`config.mk`:
```
export PLATFORM = sky130hd
export DESIGN_NAME = ifetch_prefetch
export DESIGN_NICKNAME = d
export VERILOG_FILES = /design/src/rtl/ifetch_pkg.sv /design/src/rtl/fetch_fifo.sv /design/src/rtl/ifetch_prefetch.sv
export SDC_FILE = /design/constraint.sdc
export NUM_CORES = 1
export LEC_CHECK = 0
export CORE_UTILIZATION = 45
export DETAILED_ROUTE_END_ITERATION = 10
export MAX_ROUTING_LAYER = met4
export PLACE_DENSITY = 0.77
export SLEW_MARGIN = 20
export SYNTH_ARGS = -nofsm -noshare
export SYNTH_HDL_FRONTEND = slang
export SYNTH_SLANG_ARGS = --single-unit
```
`constraint.sdc`:
```
create_clock -name clk -period 9.4 [get_ports clk]
set_input_delay 1.88 -clock clk [delete_from_list [all_inputs] [get_ports clk]]
set_output_delay 1.88 -clock clk [all_outputs]
set_load 0.02 [all_outputs]
```
`src/rtl/ifetch_pkg.sv`:
```
// Shared types and constants for the instruction-fetch prefetch slice.
package ifetch_pkg;

  typedef struct packed {
    logic [31:0] pc;
    logic [31:0] inst;
  } fetch_entry_t;

  localparam logic [31:0] ResetPc = 32'h0000_0000;
  localparam logic [31:0] Nop     = 32'h0000_0013;

endpackage

```
`src/rtl/fetch_fifo.sv`:
```
// Synchronous FIFO with flush; occupancy is counted separately so full and empty
// are unambiguous with naturally wrapping pointers.
module fetch_fifo #(
  parameter int unsigned Depth = 4,
  parameter int unsigned Width = 64
) (
  input  logic                   clk_i,
  input  logic                   rst_ni,
  input  logic                   flush_i,
  input  logic                   push_i,
  input  logic [Width-1:0]       wdata_i,
  input  logic                   pop_i,
  output logic [Width-1:0]       rdata_o,
  output logic [$clog2(Depth):0] count_o
);

  localparam int unsigned PtrW = $clog2(Depth);
  localparam int unsigned CntW = PtrW + 1;

  logic [Width-1:0] mem_q [Depth];
  logic [PtrW-1:0]  head_q, head_d, tail_q, tail_d;
  logic [CntW-1:0]  count_q, count_d;

  always_comb begin
    head_d  = head_q;
    tail_d  = tail_q;
    count_d = count_q;
    if (flush_i) begin
      // A same-cycle pop is already consumed by the reader; just drop the rest.
      head_d  = tail_q;
      count_d = '0;
    end else begin
      if (push_i) tail_d = tail_q + PtrW'(1);
      if (pop_i)  head_d = head_q + PtrW'(1);
      count_d = count_q + CntW'(push_i) - CntW'(pop_i);
    end
  end

  always_ff @(posedge clk_i) begin
    if (!rst_ni) begin
      head_q  <= '0;
      tail_q  <= '0;
      count_q <= '0;
      for (int i = 0; i < int'(Depth); i++) mem_q[i] <= '0;
    end else begin
      head_q  <= head_d;
      tail_q  <= tail_d;
      count_q <= count_d;
      if (push_i && !flush_i) mem_q[tail_q] <= wdata_i;
    end
  end

  assign rdata_o = mem_q[head_q];
  assign count_o = count_q;

endmodule

```
`src/rtl/ifetch_prefetch.sv`:
```
// Fetch sequencer: owns the fetch PC, drives the ROM address and buffers
// {pc, inst} entries for decode; redirects flush and re-target.
module ifetch_prefetch
  import ifetch_pkg::*;
#(
  parameter logic [31:0] RESET_PC = ResetPc,
  parameter int unsigned DEPTH    = 4
) (
  input  logic                   clk,
  input  logic                   rst_n,
  output logic [31:0]            rom_adr,
  input  logic [31:0]            rom_inst,
  input  logic                   fetch_en,
  input  logic                   redirect_valid,
  input  logic [31:0]            redirect_pc,
  output logic                   out_valid,
  input  logic                   out_ready,
  output logic [31:0]            out_pc,
  output logic [31:0]            out_inst,
  output logic [$clog2(DEPTH):0] out_count
);

  localparam int unsigned CntW = $clog2(DEPTH) + 1;

  logic [31:0]  fetch_pc_q, fetch_pc_d;
  logic         push, pop;
  fetch_entry_t wentry, hentry;

  always_comb begin
    pop        = out_valid & out_ready;
    // Full is fine when the head leaves in the same cycle.
    push       = fetch_en & ~redirect_valid & ((out_count < CntW'(DEPTH)) | pop);
    fetch_pc_d = fetch_pc_q;
    if (redirect_valid) fetch_pc_d = {redirect_pc[31:2], 2'b00};
    else if (push)      fetch_pc_d = fetch_pc_q + 32'd4;
    wentry.pc   = fetch_pc_q;
    wentry.inst = rom_inst;
  end

  always_ff @(posedge clk) begin
    if (!rst_n) fetch_pc_q <= {RESET_PC[31:2], 2'b00};
    else        fetch_pc_q <= fetch_pc_d;
  end

  fetch_fifo #(
    .Depth (DEPTH),
    .Width ($bits(fetch_entry_t))
  ) u_fifo (
    .clk_i   (clk),
    .rst_ni  (rst_n),
    .flush_i (redirect_valid),
    .push_i  (push),
    .wdata_i (wentry),
    .pop_i   (pop),
    .rdata_o (hentry),
    .count_o (out_count)
  );

  assign rom_adr   = fetch_pc_q;
  assign out_valid = (out_count != '0);
  assign out_pc    = hentry.pc;
  assign out_inst  = hentry.inst;

endmodule

```
### After elaboration in Yosys (flattened, before gate mapping)

Memories as Yosys holds them, arrays and structs flattened. A register that Yosys moved wholly into a read port is not among the register bits.
Index checks and enable logic that the tools add are counted.

| storage, ports and cells | value |
|---|---|
| flip-flop bits (word level) | 39 |
| input bits | 69 |
| output and inout bits | 100 |
| logic and storage cells | 39 |
| RAM bits | 256 |
| memories kept | 1 |

Memory list:

| name | depth | bits a word | read ports | clocked after Yosys merged registers in | wr ports | line | RTL |
|---|---|---|---|---|---|---|---|
| u_fifo.mem_q | 4 | 64 | 1 | 1 | 4 | fetch_fifo.sv:20 | `logic [Width-1:0] mem_q [Depth];` |

| operators by class | value |
|---|---|
| add/sub/neg operators | 5 |
| magnitude comparators | 1 |
| muxes and demuxes | 13 |
| bitwise operators | 6 |
| reductions and logical operators | 8 |

Operators with widths:

| kind | count |
|---|---|
| two-way mux 32 bit | 2 |
| two-way mux 64 bit | 1 |
| OR reduction 64 bit | 1 |
| adder 32 x 3 -> 32 bit, second input constant | 1 |
| two-way mux 2 bit | 5 |
| two-way mux 1 bit | 5 |
| adder 2 x 1 -> 2 bit, second input constant | 2 |
| nonzero test 2 bit | 2 |
| adder 3 x 1 -> 3 bit | 1 |
| AND 1 bit | 3 |
| less-than comparator 3 bit, second input constant | 1 |
| nonzero test 3 bit | 1 |
| subtractor 3 x 1 -> 3 bit | 1 |
| NOT 1 bit | 2 |
| AND reduction 2 bit | 1 |
| OR reduction 2 bit | 1 |
| logical AND 1 bit | 1 |
| zero test 1 bit | 1 |
| OR 1 bit | 1 |

### Logic depth before layout (Yosys ltp)

| depth | value |
|---|---|
| depth in word-level cells | 10 |
| gate-level depth with buffers | 9 |
| mapped depth without buffers | 9 |

### By module

Synthesis repeated with hierarchy kept, for this count alone.

| second synthesis, totals | value |
|---|---|
| cells, all modules | 979 |
| area total of the unflattened synthesis | 13065.0 um^2 |

Modules (own cells, without submodules):

| module | seq. area each (um^2) | cells an instance | area each (um^2) | times used |
|---|---|---|---|---|
| fetch_fifo | 7867.5 | 734 | 11066.9 | 1 |
| ifetch_prefetch | 600.6 | 245 | 1998.2 | 1 |

### Worst setup path after synthesis

No wires, ideal clock.

| timing | value |
|---|---|
| path kind | input to register |
| from | in redirect_valid |
| to | mem u_fifo.mem_q[2][0] (enable) |
| path slack | 1.924 ns |
| arrival time | 6.901 ns |
| buffers on the path | 2 |
| stages on the path | 3 |
| library setup time | 0.574 ns |
| data required time | 8.826 ns |
| cell sequence | clkbuf_1 clkbuf_1 o31ai_1 |

RTL lines:

| what | line | RTL |
|---|---|---|
| start, declared | ifetch_prefetch.sv:14 | `input logic redirect_valid,` |
| end, declared | fetch_fifo.sv:20 |  |

==> results.yml <==
sta:
  rsz0062_at_grt: "false"
  fin_skew_ps: 17.5
  min_period_ps: 5080
  setup_ws_ps: 4320
  setup_viol_count_final: 0
  final_max_slew_viol_count: 0
  tns_ps: 0
  slew_headroom_pct: 26.4
  hold_violations: 0
  fmax_mhz: 197
  post-route-period-util_pct: 54.0
  tightest_slew_ps: 1100
logic_synthesis:
  synth.most_common_cell: "edfxtp_1"
  ys_warn_count: 0
  ys_ff_latch: 287
  syn_area_um2: 12600
  synth_area_leader_cell: "edfxtp_1"
  ys_types: 43
  synth_area_leaders: "edfxtp_1 59%, mux4_2 11%, dfxtp_1 6.2%"
  ys_seq_area_share_pct: 65.5
  synth_edf_count: 248
  syn_avg_cell_area_um2: 13.4
  netlist_instances: 937
  synth_top_area_share_pct: 59.3
  synthTopCellsByCount: "248 x edfxtp_1, 128 x nor2_1, 94 x nand2_1, 72 x inv_1, 68 x and2_1"
  ys_async_sr_fraction_pct: 0
  synth_ff_type: "edfxtp_1"
clock_tree:
  clock_sinks: 287
  cts_tree: "built"
  cts_root_buf: "clkbuf_16"
  cts_buffer_depth: 3
  postCtsSetupBuffers: 0
  ctsResizeCount: 0
  numCtsBuffers: 30
  cts_hold_buf: 0
  insertion_delay_ps: 550
  ctsHtreeMaxLevel: 1
  cts.reportedPaths.clkPinSlew_ps: 60
setup_path:
  rr_worst_depth: 6
  worstSetupStartpointType: "flop"
  r2r-start: "u_fifo.count_o[2]"
  required_ps: 7520
  reg2reg_to: "u_fifo.mem_q[1][6]"
  endpoint_kind: "primary output"
  worstSetupPathType: "flop to primary output"
  worst-endpoint-arrival_ps: 3200
  reg2reg_slack_ps: 6760
  path_max_fanout: 35
pwr:
  ir_drop_mv: 0.103
  pwr-share-clk_pct: 38.7
  power_mw: 3.02
  power.share.combinational_pct: 11.6
  p_sw_mw: 0.720
  pwr-share-seq_pct: 49.7
  p_int_mw: 2.30
  power_density_nw_per_um2: 195
  power.share.switching_pct: 23.9
  p_leak_nw: 5.72
final_layout:
  num_antenna_cells: 0
  final_cells: 1480
  drive_above_1_share_pct: 12.2
  area_growth_pct: 23.4
  fin_nets: 1157
global_routing:
  antenna_found_initial: 0
  first_global_vias: 8081
  grt_pass1_wl_mm: 44.4
  grt_max_degree: 63
  grt_overflow: 0
  track_usage_pct: 21.2
floorplan:
  core_area_um2: 27200
  initial_core_util_pct: 46.2
  dieHeight_um: 169
  rows: 60
  ios: 169
  die_w_um: 169
  die-area_um2: 28600
route:
  drc_errors: 0
  first_iter_violations: 656
  ant_nets: 0
  dr.pass1.iters: 5
  avgViaCountPerCell: 5.34
  dr_total_vias: 7898
  wirelength_mm: 29.1
  wl_per_cell_um: 19.7
placed_design:
  dp_hpwl_mm: 16.7
  port_buffers: 162
  place_ws_ps: 4020
  dp_cells: 1424
  gp_congestion: 0.808
worst_hold_path:
  hold_path_startpoint: "u_fifo.head_q[1]"
  whs_path_depth: 2
  hp-class: "flop to flop"
flow_run:
  cap_violations: 0
status:
  status: "completed"
## power groups by stage
stage          Sequential, mW  Clock, mW  Combinational [mW]
2_1_floorplan            1.51          0               0.197
3_3_place_gp             1.53          0               0.350
3_5_place_dp             1.53          0               0.353
4_1_cts                  1.50       1.19               0.355
5_1_grt                  1.51       1.23               0.374
6_report                 1.50       1.17               0.351
## cell type report
class                      count  area [µm²]
multi-input combinational    522        3870
inverter                      72         270
fill                        2242       11700
sequential                   287        8240
tap                          372         465
clock buffer                  35         791
clock inverter                21         189
timing repair buffer         171        1690
## worst max path at each step
| stage | endpoint | slack, ps | from |
|---|---|---|---|
| finish | out_inst[22] | 4320 | flop |
| global route | out_pc[30] | 4080 | flop |
| CTS | out_pc[30] | 4190 | flop |
| detailed placement | u_fifo.mem_q[1][6] | 4020 | redirect_valid |
| global placement | u_fifo.mem_q[1][16] | 4070 | redirect_valid |
| floorplan | u_fifo.mem_q[2][0] | 1920 | redirect_valid |
## metrics by stage
stage	util [%]	hold slack, ps	cell area (µm²)
after floorplan	-	542	12600
after global placement	53.5	554	14500
after detailed placement	53.5	566	14500
after CTS	57.1	575	15500
after global routing	57.1	620	15500
final	57.1	572	15500
## registers in the layout, indices dropped and copies added, names as in the netlist, named ones only
signal	cells
rom_adr	30
u_fifo.count_o	3
u_fifo.head_q	2
u_fifo.mem_q	248
u_fifo.tail_q	2
## cell usage in the layout (no fill, tap or decap), drive strengths merged, types with 9 or more instances in the layout
| master | n |
|---|---|
| a21oi | 17 |
| and2 | 68 |
| buf | 9 |
| clkbuf | 35 |
| clkdlybuf4s50 | 162 |
| clkinv | 14 |
| dfxtp | 39 |
| edfxtp | 248 |
| inv | 72 |
| mux4 | 62 |
| nand2 | 94 |
| nand3 | 11 |
| nand4 | 13 |
| nor2 | 129 |
| nor4 | 13 |
| o21ai | 34 |
| xnor2 | 17 |
| xor2 | 14 |
## kinds of logic (layout without fill, tap and decap cells)
logic type | Yosys count | after routing | share of synthesized area (%)
multiplexers | 63 | 63 | 11.2
flip-flops | 287 | 287 | 65.5
XOR/XNOR | 31 | 31 | 2.16
AO/OA/AOI/OAI | 63 | 63 | 2.80
adder cells (fa/ha/maj) | 4 | 4 | 0.458
AND/OR/NAND/NOR | 357 | 357 | 13.6
buffers and inverters | 131 | 299 | 4.28
other | 1 | 4 | 0.0298
## routing by layer
layer	wire length, µm	up-vias	track usage (%)
met4	677	0	6.15
met1	12200	3910	27.1
met3	2020	54	2.92
met5	0	-	-
met2	14200	319	35.3
li1	-	3615	-
## critical path, stage by stage (launching register included)
cell and delay [ps]:
dfxtp_4 750, buf_4 690, mux4_2 610, clkdlybuf4s50_1 580
Note: power is estimated with default switching activity, not from simulation.
